**src/rtl/id_ex_stage.sv**
```systemverilog
// id_ex_stage: ID/EX pipeline register with load-use hazard detection and bubble counting
// Ports: clk_i/rst_i (sync active-high); id_* decode inputs (indices, use flags, control, operands);
//   flush_i squashes the decode instruction; mem_stall_i freezes the stage;
//   *_o registered execute-stage copies; hazard_stall_o (combinational) freezes PC and IF/ID;
//   bubble_cnt_o saturating count of load-use bubbles.
module id_ex_stage #(
  parameter int XLEN  = 32,
  parameter int CNT_W = 16
) (
  input  logic             clk_i,
  input  logic             rst_i,
  input  logic             id_valid_i,
  input  logic [4:0]       Rs1_i,
  input  logic [4:0]       Rs2_i,
  input  logic [4:0]       Rd_i,
  input  logic             Rs1_use_i,
  input  logic             Rs2_use_i,
  input  logic             RegWrite_i,
  input  logic             MemRead_i,
  input  logic             MemWrite_i,
  input  logic             MemtoReg_i,
  input  logic             ALUSrc_i,
  input  logic [1:0]       ALUOp_i,
  input  logic [9:0]       funct_i,
  input  logic [XLEN-1:0]  rs1_data_i,
  input  logic [XLEN-1:0]  rs2_data_i,
  input  logic [XLEN-1:0]  imm_i,
  input  logic             flush_i,
  input  logic             mem_stall_i,
  output logic             ex_valid_o,
  output logic [4:0]       Rs1_o,
  output logic [4:0]       Rs2_o,
  output logic [4:0]       Rd_o,
  output logic             RegWrite_o,
  output logic             MemRead_o,
  output logic             MemWrite_o,
  output logic             MemtoReg_o,
  output logic             ALUSrc_o,
  output logic [1:0]       ALUOp_o,
  output logic [9:0]       funct_o,
  output logic [XLEN-1:0]  rs1_data_o,
  output logic [XLEN-1:0]  rs2_data_o,
  output logic [XLEN-1:0]  imm_o,
  output logic             hazard_stall_o,
  output logic [CNT_W-1:0] bubble_cnt_o
);
  logic load;
  logic bump;
  always_comb begin
    hazard_stall_o = id_valid_i & ex_valid_o & MemRead_o & (Rd_o != 5'd0) &
                     ((Rs1_use_i & (Rs1_i == Rd_o)) | (Rs2_use_i & (Rs2_i == Rd_o)));
    load = id_valid_i & ~flush_i & ~hazard_stall_o;
    // A flushed hazard still becomes a bubble but is not counted as a load-use bubble.
    bump = hazard_stall_o & ~flush_i & ~&bubble_cnt_o;
  end
  always_ff @(posedge clk_i) begin
    if (rst_i) begin
      ex_valid_o   <= 1'b0;
      Rs1_o        <= '0;
      Rs2_o        <= '0;
      Rd_o         <= '0;
      RegWrite_o   <= 1'b0;
      MemRead_o    <= 1'b0;
      MemWrite_o   <= 1'b0;
      MemtoReg_o   <= 1'b0;
      ALUSrc_o     <= 1'b0;
      ALUOp_o      <= '0;
      funct_o      <= '0;
      rs1_data_o   <= '0;
      rs2_data_o   <= '0;
      imm_o        <= '0;
      bubble_cnt_o <= '0;
    end else if (!mem_stall_i) begin
      ex_valid_o   <= load;
      Rs1_o        <= load ? Rs1_i : '0;
      Rs2_o        <= load ? Rs2_i : '0;
      Rd_o         <= load ? Rd_i : '0;
      RegWrite_o   <= load & RegWrite_i;
      MemRead_o    <= load & MemRead_i;
      MemWrite_o   <= load & MemWrite_i;
      MemtoReg_o   <= load & MemtoReg_i;
      ALUSrc_o     <= load & ALUSrc_i;
      ALUOp_o      <= load ? ALUOp_i : '0;
      funct_o      <= load ? funct_i : '0;
      rs1_data_o   <= load ? rs1_data_i : '0;
      rs2_data_o   <= load ? rs2_data_i : '0;
      imm_o        <= load ? imm_i : '0;
      bubble_cnt_o <= bump ? bubble_cnt_o + 1'b1 : bubble_cnt_o;
    end
  end
endmodule
```
**config.mk**
```make
export PLATFORM = sky130hd
export DESIGN_NAME = id_ex_stage
export DESIGN_NICKNAME = d
export VERILOG_FILES = /design/src/rtl/id_ex_stage.sv
export SDC_FILE = /design/constraint.sdc
export NUM_CORES = 1
export LEC_CHECK = 0
export BUFFER_PORTS_ARGS = -buffer_cell sky130_fd_sc_hd__buf_4
export CAP_MARGIN = 40
export CORE_AREA = 2 2 108 110
export DETAILED_ROUTE_END_ITERATION = 12
export DIE_AREA = 0 0 110 112
export PLACE_DENSITY = 0.8
export SYNTH_ARGS = -nofsm -noshare
export SYNTH_HDL_FRONTEND = slang
export SYNTH_SLANG_ARGS = --single-unit
```
**constraint.sdc**
```tcl
create_clock -name clk_i -period 5.3 [get_ports clk_i]
set_input_delay 0 -clock clk_i [delete_from_list [all_inputs] [get_ports clk_i]]
set_output_delay 0 -clock clk_i [all_outputs]
set_load 0.01 [all_outputs]
```
==> summary.md <==
| Metric | Value |
|---|---|
| Outcome | completed |
| H-tree levels | 4 |
| CTS tree | built |
| Sequential Area | 2900 sq um |
| Wire per inst | roughly 20 um |
| Worst hold slack | 0.133 ns |
| Final Max Tran Viols | 0 |
| Critical path fanouts, max | 70 |
| Number of global-route vias before repair | around 5300 |
| Worst VDD drop | 0.190 mV |
| Crit path cell chain | or4_1 > o211ai_2 > nor2b_1 > nor3_4 > buf_4 > a22o_1 |
| Max-cap violations | 0 |
| Post-CTS Setup Bufs | 0 |
| Initial Util | a little over two fifths |
| Final std cells w/o fill | 962 |
| Largest net degree at the start of global routing | 71 |
| Final setup skew | ~0.0091 ns |
| Fin Setup TNS | 0 ns |
| Top-count cell post-synth | dfxtp_1 |
| Setup violators final | 0 |
| Vias per Instance | 5.34 |
| Die ar. | roughly 12000 sq um |
| Root Buffer | clkbuf_16 |
| Drt first pass iters | 5 |
| Cells after DPL | 802 |
| Slowest CP cell | buf_4 |
| IO Pins | around 280 |
| Routed Antenna Nets | 0 |
| Placement Rows | 39 |
| Area contributors post-synth | dfxtp_1 60%, a22o_1 23%, xnor2_1 2.2% |
| Vias | 5139 |
| Syn. warnings | 0 |
| Placed Area | between 7000 and 8000 sq um |
| Grt total ovfl | 0 |
| Startpoint Class | flop |
| Sequential share of the synthesized area | 59.9% |
| Share of the synthesized area in the top cell type | 59.9% |
| Asr flop ratio synth | 0% |
| Total Wirelength | 19.2 mm |
| Worst Path Buf+Inv | 1 |
| Leak Pwr | between 4 and 5 nW |
| Final worst-path cycle share | 59.1% |
| Final Cell Area | approximately 9000 sq um |
| DR DRC count | 0 |
| Post-synthesis cell count | between 400 and 500 |
| Crit. End Element | flop |
| Crit path max-delay family | simple AND/OR/NAND/NOR gates |
| Mapped cell area | 4850 sq um |
| Placed wire-length estimate | 10.8 mm |
| NumNets Final | 943 |
| Die height | 112 um |
| Share of post-route cells with drive strength above 1 | 39.2% |
| Largest area contributor in the netlist | dfxtp_1 |
| Area Overhead vs Synth | 84.8% |
| Setup CP Type | flop to flop |
| Synth Register Bits | 145 |
| Synth cell count leaders | 145 x dfxtp_1, 128 x a22o_1, 16 x clkbuf_1 |
| Port Buffer Count | 280 |
| Final hold viol count | 0 |
| Clock Latency Late Sink | 0.41 ns |
| Distinct cell type count after synthesis | 36 |
| Tot GR Track Use | 30.9% |
| Worst-Margin Slew | 0.827 ns |
| First-pass GRT wire length | 28.8 mm |
| Number of flops mapped to enable cells by yosys | 0 |
| Initial DRC count | 309 |
| Syn nets | between 500 and 600 |
| RSZ-0062 raised after global routing | no |
| Mapped Avg Cell Area | between 10 and 15 sq um |
| Clock sink total | 145 |
| Footprint of the multi-input gates | around 1800 sq um |
| Fill count | between 500 and 600 |
| Min cycle time layout | 3.13 ns |
| Rel. slew slack | 44.7% |
| Maximum clock path buffer count | 2 |
| CP arrival | 3.47 ns |
| PwrDens | a little over 300 nW/um^2 |
| Ant. Diodes | 0 |
| Critical path required time | 5.64 ns |
| Clock transition at path regs | 0.06 ns |
| GP Congestion | 0.893 |
| Total CTS buffers | 17 |
| Hold WC Path Type | input port to flop |
| Core box area | 11200 sq um |
| Die Span X | 110 um |
| Fmax | 319 MHz |
| Initial antenna violation count | 0 |
| Ys flop type | dfxtp_1 |
| Slowest stage delay, CP | ~0.7 ns |
## area by class of cell
| type | count | share of cell area (%) |
|---|---|---|
| multi-input combinational | 227 | 19.8 |
| inverter | 3 | 0.126 |
| clock buffer | 23 | 5.56 |
| sequential | 145 | 32.4 |
| timing repair buffer | 413 | 38.4 |
| tap | 143 | 2.00 |
| clock inverter | 8 | 1.68 |
## registers in the layout (all words and copies together), names as in the netlist
signal	flops
rs2_data_o	32
bubble_cnt_o	16
rs1_data_o	32
ALUSrc_o	1
MemRead_o	1
Rs1_o	5
ex_valid_o	1
Rd_o	5
ALUOp_o	2
MemWrite_o	1
MemtoReg_o	1
funct_o	10
imm_o	32
RegWrite_o	1
Rs2_o	5
## routing by layer
layer  vias to the layer above  global-route usage, %  share of wire (%)
li1                       2353                      -                  -
met1                      2464                   35.2                 37
met2                       274                   53.0                 51
met3                        48                   8.72                8.0
met4                         0                   13.7                3.5
met5                         -                      0                  0
## worst paths after layout
path	start	to	slack, ns	cells past startpoint
worst min register to register	rs2_data_o[27]	rs2_data_o[27]	0.48	1
worst max-delay path	Rd_o[0]	rs2_data_o[23]	2.17	6
worst max register to register	Rd_o[0]	rs2_data_o[23]	2.17	6
worst min-delay path	Rs2_use_i	bubble_cnt_o[6]	0.13	5
## per-stage QoR
step,utilization (%),total power (W),setup WS [ns]
after global routing,80.2,0.00279,2.03
after global placement,62.6,0.00134,2.39
after CTS,80.2,0.00270,2.24
after detailed placement,62.8,0.00135,2.27
after floorplan,-,0.00122,3.33
final,80.2,0.00271,2.17
## logic make-up (layout without fill, tap and decap cells)
family                     count (synthesis)  in the layout  synth area share [%]
buffers and inverters                     34            447                  3.77
AOI/OAI and AO/OA                        149            149                  26.1
and+or+nand+nor                           61             61                  7.10
muxes                                      1              1                 0.232
adders and majority gates                  1              1                 0.258
xor gates and xnor gates                  15             15                  2.71
DFF                                      145            145                  59.9
## worst reg2reg max path, stage by stage (launching register included)
cell and delay (ns):
dfxtp_1 0.37, or4_1 0.59, o211ai_2 0.22, nor2b_1 0.13, nor3_4 0.70, buf_4 0.73
a22o_1 0.32
## cell usage in the layout, fill, tap and decap left out, types with 4 or more instances in the layout
| cell | synthesis | routed |
|---|---|---|
| xnor2_1 | 12 | 12 |
| a22o_1 | 128 | 128 |
| dlygate4sd3_1 | 0 | 129 |
| or4_1 | 7 | 7 |
| o21ai_0 | 4 | 4 |
| nand3_1 | 13 | 13 |
| nand2_1 | 7 | 7 |
| clkbuf_8 | 0 | 5 |
| dfxtp_1 | 145 | 145 |
| clkbuf_16 | 0 | 17 |
| nor2_1 | 10 | 10 |
| buf_4 | 12 | 283 |
| nand4_1 | 5 | 5 |
| o31ai_1 | 4 | 4 |
| bufinv_16 | 0 | 4 |
| a21oi_1 | 8 | 8 |
| nor2b_1 | 5 | 4 |
## repair_timing
item | CTS | global route
gates resized for setup | 0 | 0
setup endpoints to repair | 0 | 0
hold endpoints to repair | 140 | 0
hold buffers | 129 | 0
## report_power, final
| group | total, W | internal [W] | switching (W) |
|---|---|---|---|
| combinational | 0.000284 | 0.000180 | 0.000104 |
| sequential | 0.00113 | 0.00111 | 0.0000180 |
| clock | 0.00130 | 0.000850 | 0.000447 |
(Power assumes the default switching activity.)
